<file path="config.mk">
export PLATFORM = sky130hd
export DESIGN_NAME = sram_result_writer
export DESIGN_NICKNAME = d
export VERILOG_FILES = /design/src/rtl/sram_result_writer.sv
export SDC_FILE = /design/constraint.sdc
export NUM_CORES = 1
export LEC_CHECK = 0
export ABC_AREA = 1
export BUFFER_PORTS_ARGS = -buffer_cell sky130_fd_sc_hd__buf_2
export CORE_UTILIZATION = 45
export DETAILED_ROUTE_END_ITERATION = 8
export PLACE_DENSITY = 0.77
export RECOVER_POWER = 100
export SLEW_MARGIN = 20
export SYNTH_ARGS = -nofsm -noshare
export SYNTH_HDL_FRONTEND = slang
export SYNTH_SLANG_ARGS = --single-unit
</file>
<file path="constraint.sdc">
create_clock -name clk -period 1.9 [get_ports clk]
set_clock_uncertainty 0.2 [all_clocks]
set_input_delay 0.38 -clock clk [delete_from_list [all_inputs] [get_ports clk]]
set_output_delay 0.38 -clock clk [all_outputs]
set_load 0.03 [all_outputs]
</file>
<file path="src/rtl/sram_result_writer.sv">
// Packs 16-bit ANN output scores two per 32-bit word and writes them to
// consecutive SRAM word addresses, holding each write until it is acknowledged.
module sram_result_writer #(
    parameter int NUM_RESULTS = 10,
    parameter int ADDR_W      = 16,
    parameter int TIMEOUT     = 255
) (
    input  logic              clk,
    input  logic              n_rst,
    input  logic              start,
    input  logic [ADDR_W-1:0] start_address,
    input  logic              result_valid,
    input  logic [15:0]       result_data,
    output logic              result_ready,
    input  logic              write_ack,
    output logic [ADDR_W-1:0] address,
    output logic [31:0]       write_data,
    output logic              write,
    output logic              busy,
    output logic              w_done,
    output logic              w_error
);

    typedef enum logic [2:0] {
        IDLE,
        LOAD_LO,
        LOAD_HI,
        WRITE,
        DONE,
        ERROR
    } state_t;

    localparam logic [6:0] NUM_C    = 7'(NUM_RESULTS);
    localparam logic [7:0] TMO_LAST = 8'(TIMEOUT - 1);

    state_t      state, state_nxt;
    logic [6:0]  count;
    logic [7:0]  timer;

    always_ff @(posedge clk) begin
        if (!n_rst) begin
            state <= IDLE;
        end else begin
            state <= state_nxt;
        end
    end

    always_comb begin
        state_nxt = state;
        case (state)
            IDLE:    if (start) state_nxt = LOAD_LO;
            LOAD_LO: begin
                if (result_valid) begin
                    state_nxt = ((count + 7'd1) == NUM_C) ? WRITE : LOAD_HI;
                end
            end
            LOAD_HI: if (result_valid) state_nxt = WRITE;
            WRITE: begin
                // An acknowledge on the final timer cycle still wins over the timeout
                if (write_ack) begin
                    state_nxt = (count == NUM_C) ? DONE : LOAD_LO;
                end else if (timer == TMO_LAST) begin
                    state_nxt = ERROR;
                end
            end
            DONE:    state_nxt = IDLE;
            ERROR:   state_nxt = IDLE;
            default: state_nxt = IDLE;
        endcase
    end

    always_ff @(posedge clk) begin
        if (!n_rst) begin
            address    <= '0;
            write_data <= '0;
            count      <= '0;
            timer      <= '0;
        end else begin
            case (state)
                IDLE: begin
                    if (start) begin
                        address <= start_address;
                        count   <= '0;
                        timer   <= '0;
                    end
                end
                LOAD_LO: begin
                    if (result_valid) begin
                        write_data <= {16'h0000, result_data};
                        count      <= count + 7'd1;
                    end
                end
                LOAD_HI: begin
                    if (result_valid) begin
                        write_data[31:16] <= result_data;
                        count             <= count + 7'd1;
                    end
                end
                WRITE: begin
                    if (write_ack) begin
                        timer <= '0;
                        if (count != NUM_C) address <= address + ADDR_W'(1);
                    end else begin
                        timer <= timer + 8'd1;
                    end
                end
                default: ;
            endcase
        end
    end

    always_comb begin
        result_ready = (state == LOAD_LO) || (state == LOAD_HI);
        write        = (state == WRITE);
        busy         = (state != IDLE);
        w_done       = (state == DONE);
        w_error      = (state == ERROR);
    end

endmodule
</file>
[After elaboration in Yosys (flattened, before gate mapping)]
Cells that the tools add are included.
Cells by class
  add/sub/neg operators: 3
  equality and inequality tests: 16
  muxes and demuxes: 21
  reductions and logical operators: 13
Operators by type and width (count)
  16-bit 2-to-1 mux: 4
  16-bit case mux with 2 select lines: 2
  32-bit 2-to-1 mux: 1
  3-bit 2-to-1 mux: 6
  16-bit by 1-bit adder with 16-bit output (second input constant): 1
  8-bit 2-to-1 mux: 2
  8-bit case mux with 2 select lines: 1
  7-bit by 4-bit equality test with 1-bit output (second input constant): 2
  7-bit 2-to-1 mux: 2
  7-bit case mux with 2 select lines: 1
  3-bit case mux with 4 select lines: 1
  8-bit by 1-bit adder with 8-bit output (second input constant): 1
  8-bit equality test (second input constant): 1
  2-bit != test (second input constant): 4
  4-bit AND reduction: 2
  7-bit by 1-bit adder with 7-bit output (second input constant): 1
  7-bit by 4-bit != test with 1-bit output (second input constant): 1
  3-bit by 2-bit equality test with 1-bit output (second input constant): 2
  3-bit equality test (second input constant): 2
  3-bit AND reduction: 2
  2-bit nonzero test: 3
  2-bit by 1-bit != test with 1-bit output (second input constant): 2
  2-bit AND reduction: 2
  3-bit by 1-bit equality test with 1-bit output (second input constant): 1
  other kinds (6): 6
Storage, ports and cells
  bits in registers: 66
  input port bits: 37
  output and inout port bits: 53
  word-level logic and storage cells: 59

[Longest topological paths before layout]
Gate-level depths: netlist of the first run.
  depth after elaboration: 5
  depth in mapped cells: 11

[Worst setup path after synthesis of the first run]
No wires, ideal clock.
  path type: register -> register
  start point: reg address[1]
  end point: reg address[14]
  setup time: 132 ps
  data arrival time: 1481 ps
  setup slack: 87 ps
  stages on the path, launching flop included: 9
  path buffers: 0
  cells stage by stage: dfxtp_1 > ha_1 > nand2_1 > nor3_1 > nand3_1 > nand2_1 > nand3_1 > nand2_1 > a21oi_1
Between the ends
  word-level cells in the longest chain between the ends: 4
RTL lines
  start: declaration: line 16  | output logic [ADDR_W-1:0] address,
  start signal: assignment: line 82  | address <= start_address;
  start signal: assignment: line 102  | if (count != NUM_C) address <= address + ADDR_W'(1);
  16-bit by 1-bit adder with 16-bit output: line 102
  16-bit 2-to-1 mux: line 102
  16-bit 2-to-1 mux: line 100  | if (write_ack) begin
  16-bit case mux with 2 select lines: line 79  | case (state)
No other way between the ends. The select of a mux whose other input is x is not followed.
A chain may end at the register's enable or synchronous reset.

[Worst setup path in the final report of the first run]
  start point: reg state[0]
  end point: out result_ready
Between the ends
  word-level cells in the longest chain between the ends: 2
RTL lines
  start: declaration: line 36  | state_t state, state_nxt;
  start signal: assignment: line 44  | state <= state_nxt;
  3-bit by 1-bit equality test with 1-bit output or 3-bit by 2-bit equality test with 1-bit output (tied branches): line 113  | result_ready = (state == LOAD_LO) || (state == LOAD_HI);
  1-bit logical OR (*): line 113
  end: declaration: line 14  | output logic result_ready,
Mark *: on every way between the ends. The rest lies on a longest branch, timed or not.

==> qor.tcl, run 1 <==
set qor(outcome) {finished, final reports clean}
set qor(num_antenna_cells) 0
set qor(first_pass_grt_wire_length_um) 13600
set qor(timing.max_cap.violations) 0
set qor(die_width_um) 87.8
set qor(tritoncts.num_buffers) 9
set qor(detailedPlace.worstSlack_ps) 86.9
set qor(slew_violations) 0
set qor(globalRouteMet3Util_pct) 8.20
set qor(cts_root_buffer) {clkbuf_8}
set qor(timing.critical_path.from_type) {flop}
set qor(report.final.setup_viol) 0
set qor(setup_slack_ps) 71.0
set qor(cell_with_the_most_instances_after_synthesis) {nand2_1}
set qor(postCtsSetupBuffers) 0
set qor(syn_area_um2) 3320
set qor(clock_tree.buffer_depth) 2
set qor(postSynthRegisterBits) 66
set qor(arrival_time_at_the_worst_endpoint_ps) 1250
set qor(cellLeakagePower_uw) 0.00165
set qor(top_level_i_o_count) 90
set qor(grt.overflow.total) 0
set qor(detailed_place_hpwl_um) 6060
set qor(core-area_um2) 6940
set qor(max_slew_margin_pct) 70.0
set qor(total_power_divided_by_cell_area_nw_per_um2) 987
set qor(layout-drive-gt1-share_pct) 14.7
set qor(criticalPathCategory) {reg -> out}
set qor(nets) 632
set qor(vdd.ir_drop.worst_mv) 0.579
set qor(yosys-top-cells-area) {dfxtp_1 40%, nand2_1 14%, nor2_1 8.7%, o21ai_0 7.1%, a21oi_1 6.9%}
set qor(timing_worst_slew_pin_value_ps) 450
set qor(detail-route-antenna-nets) 0
set qor(drt_pass1_iterations) 7
set qor(grt_pass1_vias) 3193
set qor(slowest_cell_on_the_critical_path) {dfxtp_2}
set qor(clock_sinks) 66
set qor(groute.layer.met2.usage_pct) 37.5
set qor(critical_path_peak_fanout) 8
set qor(cts_tree) {yes}
set qor(syn2layout_area_growth_pct) 21.7
set qor(finish.utilization_pct) 58.1
set qor(crit_path_end_kind) {output pin}
set qor(synth-main-ff-cell) {dfxtp_1}
set qor(timing.final.crit_share_pct) 96.3
set qor(remaining_drc_errors) 0
set qor(number_of_vias_per_cell) 4.99
set qor(die_area_um2) 7720
set qor(largest_net_degree_at_the_start_of_global_routing) 20
set qor(max_stage_delay_ps) 360
set qor(synth.distinct_cells) 37
set qor(post_synth_most_frequent_cells) {128 x nand2_1, 77 x nor2_1, 66 x dfxtp_1}
set qor(latest_clock_arrival_within_the_worst_skew_pair_ps) 340
set qor(initialDrtViolationCount) 199
set qor(post_synth_inst_count) 495
set qor(asyncSetResetFlopFracSynth_pct) 0
set qor(timing.critical_path.required_ps) 1320
set qor(final_period_minus_worst_setup_slack_ps) 1830
set qor(grt_usage_pct) 22.6
set qor(finalHoldViolations) 0
set qor(synth_enable_flop_cells) 0
set qor(rsz0062_at_grt) {yes}
set qor(holdCritPathClass) {in -> reg}
set qor(cts.htree.levels) 3
set qor(start_util_pct) 47.7
set qor(synth_seq_area_share_pct) 39.8
set qor(syn-num-nets) 538
set qor(wirelength_um) 8130
set qor(fin_tns_setup_ps) 0
set qor(synth_top_area_share_pct) 39.8
set qor(grt_met1_use_pct) 26.4
set qor(die_height_um) 87.8
set qor(post-synth-top-area-cell) {dfxtp_1}
set qor(grt_antenna_before_repair) 0
set qor(path_clk_slew_ps) 80
set qor(placement_rows) 30
set qor(most_used_routing_layer_in_global_routing) {met2}
set qor(syn-mean-instance-area_um2) 6.70
set qor(gpl.final_weighted_congestion) 0.962
set qor(total_power_uw) 3980
set qor(synthesis.yosys.warnings) 0
set qor(cp_cell_sequence) {nor2_2 > nand2_1 > nand2_4 > buf_4}
set qor(vias) 3439
set qor(routedWlPerCell_um) 11.8
set qor(timing.fmax_mhz) 547
set qor(buffer_ports.inserted) 89
set qor(hold_buffers_post_cts) 0
## path summary, 6_finish.rpt
path,slack (ps),from,to,cells after the start
worst max-delay path,70,state[0],result_ready,4
worst min-delay path,60,result_data[11],write_data[11],3
worst min register to register,260,write_data[18],write_data[18],2
worst max register to register,180,count[0],address[4],8
## power by group
part           switching, uW  internal [uW]  total (uW)  leakage (uW)
logic                    786            336        1120       0.00103
clock network            565            600        1160     0.0000835
registers                155           1540        1700      0.000540
total                   1510           2480        3980       0.00165
## metrics by stage
stage               std cells  area, um^2  hold WS, ps
finish                    689        4040         62.9
global route              689        4040         50.0
CTS                       689        4090         57.1
detailed placement        674        3870          252
global placement          674        3870          245
floorplan                 495        3320          268
## kinds of logic after synthesis
family	synth area share [%]
compound gates	16.5
xor+xnor	0.793
fa+ha+maj	2.26
buf+inv	8.57
flops	39.8
simple gates	32.0
## layout by cell type, fill, tap and decap left out, types with 5 or more instances in the layout
cell type	count
nand2_1	128
ha_1	6
nor2_1	76
nand4_1	6
a21oi_1	46
buf_4	9
nand3_1	20
clkbuf_8	9
clkbuf_1	48
inv_1	44
buf_2	36
nor3_1	7
o21ai_0	48
clkbuf_2	5
dfxtp_1	64
## registers in the layout, summed over array words and instances (netlist names)
signal / cells
write_data: 32
address: 16
timer: 8
count: 7
state: 3
## repair_timing
item / CTS / global route
cloned: 0 / 0
setup endpoints to repair: 2 / 8
gates resized for setup: 6 / 9
## critical path, delay by kind of cell, from the launching register on
kind / cells / cell delay [ps]
flops: 1 / 360
simple gates: 3 / 360
buf+inv: 1 / 180
## layer usage
metal | part of all wire (%) | up-vias
li1 | - | 1783
met1 | 43 | 1474
met2 | 45 | 170
met3 | 11 | 12
met4 | 1.7 | 0
met5 | 0 | -
## cell type report
class,count,area (um^2)
clock buffer,9,124
clock inverter,6,68.8
fill,686,2910
inverter,48,193
multi-input combinational,364,1720
sequential,66,1330
tap,96,120
timing repair buffer,100,480
Power figures use the tool's default switching activity.
==> inputs of run 2 (changes only) <==
- clock period: 1.9 -> 1.7 ns (I/O delays scaled with it)
==> run 2 against run 1 <==
Net effect:
- the run now ends with negative setup slack left
- critical path depth increased by 6
- final area grew 11%
- routed wire length increased by 12%
- core utilization is 6.3 points higher
- final cell count is 3.3% higher
- non-clock buffer count is 21 higher
- register-to-register slack got worse by 320 ps
- clock power up 28%
- count of clock-buffer cells in the layout is the same
- die area unchanged
- sequential power increased by 12%
- critical endpoint is now state[0]
- largest power group unchanged
==> qor.tcl, run 2 (synthesized netlist as in run 1, its figures left out) <==
set qor(outcome) {complete, but fails checks}
set qor(failed_checks) {negative setup slack}
set qor(hold_depth) 3
set qor(cts_root_buffer) {clkbuf_8}
set qor(core-area_um2) 6940
set qor(fin_worst_hold_slack_ps) 35.8
set qor(reg2reg_depth) 10
set qor(fillCellCount) 613
set qor(r2r_start) {count[0]}
set qor(top_layer) {met4}
set qor(registers.top_by_ff_count) {write_data}
set qor(slew_violations) 0
set qor(buffer_ports.inserted) 89
set qor(clock_sinks) 66
set qor(tritoncts.num_buffers) 9
set qor(timing.critical_path.from_type) {flop}
set qor(holdCritPathClass) {in -> reg}
set qor(die_width_um) 87.8
set qor(ff2ff_setup_slack_ps) -140
set qor(critical_path_peak_fanout) 4
set qor(die_area_um2) 7720
set qor(path_clk_slew_ps) 80
set qor(total_power_divided_by_cell_area_nw_per_um2) 1120
set qor(worstReg2RegEnd) {state[0]}
set qor(nets) 654
set qor(postLayoutCellArea_um2) 4480
set qor(mostFrequentLayoutCells) {122 x nand2_1, 71 x nor2_1, 54 x dfxtp_1}
set qor(dr_wl_met2_um) 4280
set qor(detail-route-antenna-nets) 0
set qor(met1Wirelength_um) 3990
set qor(arrival_time_at_the_worst_endpoint_ps) 1860
set qor(remaining_drc_errors) 0
set qor(hold_path.startpoint) {result_data[11]}
set qor(layout-drive-gt1-share_pct) 25.6
set qor(top_level_i_o_count) 90
set qor(rsz0062_at_grt) {yes}
set qor(placed_area_um2) 3950
set qor(cts_tree) {yes}
set qor(final_period_minus_worst_setup_slack_ps) 1840
set qor(largest_reg_flops) 32
set qor(syn2layout_area_growth_pct) 35.0
set qor(hold_path_end) {write_data[11]}
set qor(grt_pass1_vias) 3284
set qor(initialDrtViolationCount) 225
set qor(timing.max_cap.violations) 0
set qor(start_util_pct) 47.7
set qor(max_slew_margin_pct) 74.0
set qor(wirelength_um) 9140
set qor(timing.final.crit_share_pct) 108
set qor(timing_worst_slew_pin_value_ps) 392
set qor(latest_clock_arrival_within_the_worst_skew_pair_ps) 340
set qor(gpl.final_weighted_congestion) 0.883
set qor(grt.overflow.total) 0
set qor(cellLeakagePower_uw) 0.00187
set qor(max_stage_delay_ps) 370
set qor(clock_tree.buffer_depth) 2
set qor(drt_pass1_iterations) 5
set qor(most_frequent_standard_cell_in_the_layout_excluding_fill_and_tap_cells) {nand2_1}
set qor(cts.htree.levels) 3
set qor(setup_slack_ps) -138
set qor(report.final.setup_viol) 7
set qor(vias) 3685
set qor(cp_cell_sequence) {inv_2 > ha_2 > nand2_2 > o21ai_4 > buf_4 > nand2_2 > nor2_1 > nand2_1 > nand2_1 > a21oi_1}
set qor(slowest_cell_on_the_critical_path) {dfxtp_4}
set qor(num_antenna_cells) 0
set qor(criticalPathCategory) {reg -> reg}
set qor(grt_usage_pct) 23.0
set qor(crit_path_end_kind) {flop}
set qor(route.met3.wl_um) 655
set qor(routedWlPerCell_um) 12.8
set qor(grt_antenna_before_repair) 0
set qor(detailed_place_hpwl_um) 6130
set qor(timing.fmax_mhz) 544
set qor(finalHoldViolations) 0
set qor(timing.critical_path.required_ps) 1720
set qor(first_pass_grt_wire_length_um) 14100
set qor(number_of_vias_per_cell) 5.18
set qor(placement_rows) 30
set qor(largest_net_degree_at_the_start_of_global_routing) 20
set qor(die_height_um) 87.8
set qor(hold_buffers_post_cts) 0
set qor(vdd.ir_drop.worst_mv) 0.627
set qor(reg_top3) {write_data (32), address (16), timer (8)}
## run 2: cell types whose count changed in the layout (fill, tap and decap cells not counted), moves of 5 or more
cell / previous run / this run
dfxtp_2: 1 / 7
buf_6: 0 / 7
buf_4: 9 / 26
buf_2: 36 / 50
inv_1: 44 / 39
nor2_1: 76 / 71
clkbuf_1: 48 / 34
o21ai_0: 48 / 42
o21ai_1: 1 / 6
nand2_1: 128 / 122
dfxtp_1: 64 / 54
## run 2: final cells by class
type,instances,area [um^2],area share [%]
multi-input combinational,365,1880,42.0
sequential,66,1350,30.1
timing repair buffer,121,712,15.9
inverter,48,190,4.25
clock buffer,9,124,2.77
tap,96,120,2.68
clock inverter,7,103,2.29
## run 2: report_power, final
group	total, uW	leakage, uW	switching (uW)	internal (uW)
Combinational	1600	0.00122	1030	571
Clock	1490	0.000110	657	838
Sequential	1910	0.000545	178	1740
Total	5010	0.00187	1870	3140
## run 2: worst max-delay path, delay by kind of cell, from the launching register on
kind            cells  cell delay [ps]
fa+ha+maj           1              160
compound gates      2              350
buf+inv             2              240
simple gates        5              410
flops               1              370
## run 2: per-stage QoR
stage	cells	power, uW	setup TNS, ps	utilization (%)	setup WS [ps]
floorplan	495	2840	0	-	18.0
CTS	705	4850	-287	61.6	-95.7
detailed placement	683	3260	-114	56.9	-36.4
finish	712	5010	-453	64.5	-138
global route	712	5260	-2150	64.5	-214
global placement	683	3230	0	56.9	34.5
## run 2: metal layers
metal / track usage, % / up-vias
met5: 0 / -
met4: 9.99 / 0
met3: 4.90 / 23
met2: 39.2 / 163
met1: 27.8 / 1673
li1: - / 1826
## run 2: worst max path at each step
| stage | start | endpoint | cells after the start |
|---|---|---|---|
| after CTS | state[0] | busy | 6 |
| after detailed placement | state[1] | count[3] | 7 |
| after global placement | state[1] | count[1] | 7 |
| after global routing | count[3] | state[0] | 10 |
| final | count[0] | state[0] | 10 |
| after floorplan | address[3] | address[11] | 9 |
## run 2: timing repair
item | in CTS | in global routing
setup buffers | 6 | 8
gates resized for setup | 23 | 53
cloned | 0 | 1
setup endpoints to repair | 13 | 42
pin swaps | 2 | 14
